[config.mk]
export PLATFORM = sky130hd
export DESIGN_NAME = mem_arbiter
export DESIGN_NICKNAME = d
export VERILOG_FILES = /design/src/rtl/mem_arbiter.sv
export SDC_FILE = /design/constraint.sdc
export NUM_CORES = 1
export LEC_CHECK = 0
export CORE_AREA = 2 2 119 121
export DETAILED_ROUTE_END_ITERATION = 8
export DIE_AREA = 0 0 121 123
export GPL_TIMING_DRIVEN = 0
export PLACE_DENSITY = 0.71
export SYNTH_ARGS = -nofsm -noshare
export SYNTH_HDL_FRONTEND = slang
export SYNTH_SLANG_ARGS = --single-unit
export TNS_END_PERCENT = 1
[constraint.sdc]
create_clock -name clk -period 1.9 [get_ports clk]
set_clock_uncertainty 0.15 [all_clocks]
set_input_delay 0.475 -clock clk [delete_from_list [all_inputs] [get_ports clk]]
set_output_delay 0.475 -clock clk [all_outputs]
set_load 0.005 [all_outputs]
[src/rtl/mem_arbiter.sv]
// mem_arbiter: two-master arbiter in front of a single-port synchronous RAM.
// Each access runs IDLE -> ACCESS -> RESP. The RAM side is fully registered,
// and each master gets a one-cycle ready pulse in RESP.
module mem_arbiter #(
  parameter bit RR = 1'b1  // 1: round-robin, 0: master 0 wins every tie
) (
  input  logic        clk,
  input  logic        resetn,
  // master 0 (processor)
  input  logic [31:0] m0_addr,
  input  logic [31:0] m0_wdata,
  input  logic [3:0]  m0_wmask,
  input  logic        m0_rstrb,
  output logic [31:0] m0_rdata,
  output logic        m0_ready,
  // master 1 (loader / debug)
  input  logic [31:0] m1_addr,
  input  logic [31:0] m1_wdata,
  input  logic [3:0]  m1_wmask,
  input  logic        m1_rstrb,
  output logic [31:0] m1_rdata,
  output logic        m1_ready,
  // RAM side
  output logic [31:0] ram_addr,
  output logic [31:0] ram_wdata,
  output logic [3:0]  ram_wmask,
  output logic        ram_rstrb,
  input  logic [31:0] ram_rdata,
  output logic [1:0]  gnt
);

  typedef enum logic [1:0] {IDLE, ACCESS, RESP} state_t;

  state_t      state_q, state_d;
  logic [31:0] ram_addr_q, ram_addr_d;
  logic [31:0] ram_wdata_q, ram_wdata_d;
  logic [3:0]  ram_wmask_q, ram_wmask_d;
  logic        ram_rstrb_q, ram_rstrb_d;
  logic [1:0]  gnt_q, gnt_d;
  logic        last_q, last_d;  // index of the master served most recently

  logic req0, req1, pick1;

  // Requests are level-held until ready, so sampling them only in IDLE loses nothing.
  assign req0 = m0_rstrb | (|m0_wmask);
  assign req1 = m1_rstrb | (|m1_wmask);

  // Master 1 wins when it is alone, or on a round-robin tie after master 0 was served.
  assign pick1 = RR ? (req1 & (~req0 | ~last_q)) : (req1 & ~req0);

  // Byte-lane bits of the address are ignored. The RAM is word-indexed.
  logic unused_addr_lsbs;
  assign unused_addr_lsbs = ^{m0_addr[1:0], m1_addr[1:0]};

  // Next-state, RAM-register and grant logic.
  always_comb begin
    state_d     = state_q;
    ram_addr_d  = ram_addr_q;
    ram_wdata_d = ram_wdata_q;
    ram_wmask_d = ram_wmask_q;
    ram_rstrb_d = ram_rstrb_q;
    gnt_d       = gnt_q;
    last_d      = last_q;
    unique case (state_q)
      IDLE: begin
        if (req0 | req1) begin
          if (pick1) begin
            ram_addr_d  = {m1_addr[31:2], 2'b00};
            ram_wdata_d = m1_wdata;
            ram_wmask_d = m1_wmask;
            ram_rstrb_d = ~(|m1_wmask);  // a write never strobes a read
            gnt_d       = 2'b10;
          end else begin
            ram_addr_d  = {m0_addr[31:2], 2'b00};
            ram_wdata_d = m0_wdata;
            ram_wmask_d = m0_wmask;
            ram_rstrb_d = ~(|m0_wmask);
            gnt_d       = 2'b01;
          end
          state_d = ACCESS;
        end
      end
      ACCESS: begin
        // The RAM samples at the end of this cycle. Strobes drop afterwards,
        // while addr/wdata hold their values.
        ram_wmask_d = 4'h0;
        ram_rstrb_d = 1'b0;
        state_d     = RESP;
      end
      RESP: begin
        last_d  = gnt_q[1];
        gnt_d   = 2'b00;
        state_d = IDLE;
      end
      default: begin
        state_d = IDLE;
        gnt_d   = 2'b00;
      end
    endcase
  end

  // State and RAM-side registers. Reset kills an in-flight write at once.
  always_ff @(posedge clk or negedge resetn) begin
    if (!resetn) begin
      state_q     <= IDLE;
      ram_addr_q  <= '0;
      ram_wdata_q <= '0;
      ram_wmask_q <= '0;
      ram_rstrb_q <= 1'b0;
      gnt_q       <= 2'b00;
      last_q      <= 1'b1;  // master 0 wins the first tie
    end else begin
      state_q     <= state_d;
      ram_addr_q  <= ram_addr_d;
      ram_wdata_q <= ram_wdata_d;
      ram_wmask_q <= ram_wmask_d;
      ram_rstrb_q <= ram_rstrb_d;
      gnt_q       <= gnt_d;
      last_q      <= last_d;
    end
  end

  assign ram_addr  = ram_addr_q;
  assign ram_wdata = ram_wdata_q;
  assign ram_wmask = ram_wmask_q;
  assign ram_rstrb = ram_rstrb_q;
  assign gnt       = gnt_q;

  // Ready is decoded from RESP. Reset forces IDLE, so it clears with the state.
  assign m0_ready = (state_q == RESP) & gnt_q[0];
  assign m1_ready = (state_q == RESP) & gnt_q[1];
  assign m0_rdata = ram_rdata;
  assign m1_rdata = ram_rdata;

endmodule
==> flow_metrics.env <==
export IMPL_path_buf_inv=3
export IMPL_cts_clk_slew_worst_paths_ns=0.06
export IMPL_setup_ws_ns=-0.07592
export IMPL_final_area_um2=7318
export IMPL_die_area_um2=14880
export IMPL_vdd_drop_max_mv=0.6267
export IMPL_die_h_um=123
export IMPL_setup_violations=61
export IMPL_start_util=0.2761
export IMPL_synth_seq_cells=72
export IMPL_place_congestion=0.7480
export IMPL_track_usage=0.1669
export IMPL_clk_latency_ns=0.33
export IMPL_antenna_found_initial=0
export IMPL_cp_cell_sequence="buf_2 -> or4_4 -> o22ai_4 -> a21boi_4 -> buf_12 -> buf_6 -> a221o_1"
export IMPL_ys_flop_type="dfrtp_1"
export IMPL_vias=3748
export IMPL_yosysWarnings=0
export IMPL_synth_cell_type_count=34
export IMPL_final_common_cell="clkdlybuf4s50_1"
export IMPL_drv_slew=0
export IMPL_violations="negative setup slack"
export IMPL_port_buffers=270
export IMPL_hp_class="input pin to flop"
export IMPL_vias_per_cell=4.627
export IMPL_seq_area_um2=1805
export IMPL_slowest_stage="or4_4"
export IMPL_critPathArrivalTime_ns=2.08
export IMPL_finalPower_mw=9.907
export IMPL_core_region_area_um2=13610
export IMPL_worstMarginPinSlew_ns=0.4917
export IMPL_wl_um=13270
export IMPL_endpoint_kind="flop"
export IMPL_syn_inst=326
export IMPL_ant_nets=0
export IMPL_drc=0
export IMPL_placement_rows=43
export IMPL_synthArstFlopShare=1.000
export IMPL_avgSynthCellArea_um2=11.53
export IMPL_yosysTopAreaCellShare=0.4727
export IMPL_cts_root_buf="clkbuf_16"
export IMPL_drt_initial_drc_count=122
export IMPL_grt_overflow=0
export IMPL_clock_path_buffers=2
export IMPL_timing_hold_violations_final=0
export IMPL_powerDensity_nw_per_um2=1354
export IMPL_ys_seq_area_frac=0.4797
export IMPL_netlist_top_cells_area="dfrtp_1 (47%), a221o_1 (18%), buf_4 (13%)"
export IMPL_status="finished with violations"
export IMPL_syn_to_final_growth_pct=94.71
export IMPL_dieWidth_um=121
export IMPL_min_period_ns=1.976
export IMPL_synth_edf_count=0
export IMPL_place_detailed_hpwl_um=9919
export IMPL_cts_tree="yes"
export IMPL_grt_max_degree=42
export IMPL_htreeDepth=3
export IMPL_grt_pass1_wl_um=19450
export IMPL_fmax_mhz=506.1
export IMPL_grt_pass1_vias=3870
export IMPL_yosysTopAreaCell="dfrtp_1"
export IMPL_critPathLaunchType="input pin"
export IMPL_max_stage_delay_ns=0.60
export IMPL_crit_required_ns=2.01
export IMPL_p_leak_nw=3.151
export IMPL_setup_worst_path_class="input pin to flop"
export IMPL_rsz0062_at_grt="yes"
export IMPL_relSlewSlack=0.6679
export IMPL_cap_viol_max_count=0
export IMPL_fin_nets=798
export IMPL_nFillCells=1187
export IMPL_numCtsBuffers=9
export IMPL_postPlaceCellArea_um2=6708
export IMPL_multi_input_area_um2=1408
export IMPL_syn_area_um2=3759
export IMPL_critPathMaxFanout=10
export IMPL_antennaDiodeCount=0
export IMPL_drive_above_1_share=0.2333
export IMPL_pin_count=309
export IMPL_wl_per_cell_um=16.38
export IMPL_final_cell_mix="clkdlybuf4s50_1 (258), buf_4 (78), dfrtp_1 (69)"
export IMPL_cpLargestDelayFamily="simple AND/OR/NAND/NOR gates"
export IMPL_dr_pass1_iters=4
export IMPL_fin_crit_sh=1.040
export IMPL_clock_sinks=72
[per-layer routing]
layer  GRT usage  wire length [um]
met1      0.1936              5164
met2      0.3030              6976
met3     0.04659              1010
met4     0.04288               116
met5           0                 0
[cells in the mapped netlist (2+ instances only)]
master     n
a21oi_1    3
a221o_1   66
and2_0    17
and2_1    45
buf_2      7
buf_4     66
buf_6      6
clkbuf_1   6
dfrtp_1   71
inv_1      5
nand2_1    2
nor2_1     5
nor2b_1    5
o21ai_0    2
[path summary, 6_finish.rpt]
path | startpoint | endpoint | slack, ns | cells after the start
max | m0_wmask[2] | ram_wdata[18]$_DFFE_PN0P_ | -0.08 | 7
min | m1_wmask[3] | ram_wmask[3]$_DFFE_PN0P_ | 0.30 | 2
max reg2reg | state_q[0]$_DFFE_PN0P_ | ram_wdata[18]$_DFFE_PN0P_ | -0.07 | 6
min reg2reg | ram_rstrb$_DFFE_PN0P_ | ram_rstrb$_DFFE_PN0P_ | 0.39 | 2
max in group asynchronous | resetn | ram_wdata[19]$_DFFE_PN0P_ | 0.53 | 3
min in group asynchronous | resetn | ram_addr[29]$_DFFE_PN0P_ | 0.50 | 2
[cell type report]
| type | count | area share |
|---|---|---|
| Timing Repair Buffer | 287 | 0.3869 |
| Sequential cell | 72 | 0.2467 |
| Multi-Input combinational cell | 165 | 0.1923 |
| Buffer | 85 | 0.1009 |
| Clock buffer | 11 | 0.03317 |
| Tap cell | 180 | 0.03077 |
| Clock inverter | 4 | 0.006155 |
| Inverter | 6 | 0.003077 |
[cells by family after synthesis]
logic type,count (synthesis),share of synthesized area
other,1,0.0009977
AO/OA/AOI/OAI,80,0.2084
buffers and inverters,91,0.1711
AND/OR/NAND/NOR,82,0.1398
flip-flops,72,0.4797
[power breakdown]
group          internal (mW)  switching, mW
logic                   3.50           2.02
clock network           1.04          0.628
registers               2.31          0.415
[worst register-to-register path: stages (launching register included)]
cell	delay [ns]
dfrtp_2	0.43
or2_1	0.24
buf_6	0.15
a41o_4	0.30
buf_8	0.16
and2_1	0.15
a221o_1	0.27
[through the flow]
step	utilization	cells	setup WS [ns]	hold slack, ns	TNS, ns
after floorplan	-	327	-0.1336	0.02941	-8.057
after global placement	0.4915	777	-2.308	0.3784	-230.73
after detailed placement	0.4928	778	-1.096	0.3003	-68.79
after CTS	0.5284	806	-0.2296	0.3877	-11.98
after global routing	0.5376	810	-0.1359	0.2897	-5.707
final	0.5376	810	-0.07592	0.2996	-3.015
[state kept, by name (all words and copies together), names as in the netlist]
name       flops
gnt            2
ram_wmask      4
ram_addr      30
state_q        2
last_q         1
ram_wdata     32
ram_rstrb      1
[timing repair]
| item | in CTS | in global routing |
|---|---|---|
| setup endpoints to repair | 71 | 64 |
| setup buffers | 12 | 4 |
| hold endpoints to repair | 30 | 0 |
| hold buffers | 1 | 0 |
| gates cloned | 0 | 1 |
| resized for setup | 43 | 55 |
| pin swaps | 6 | 18 |
No activity file was read; power rests on OpenSTA's default activity.
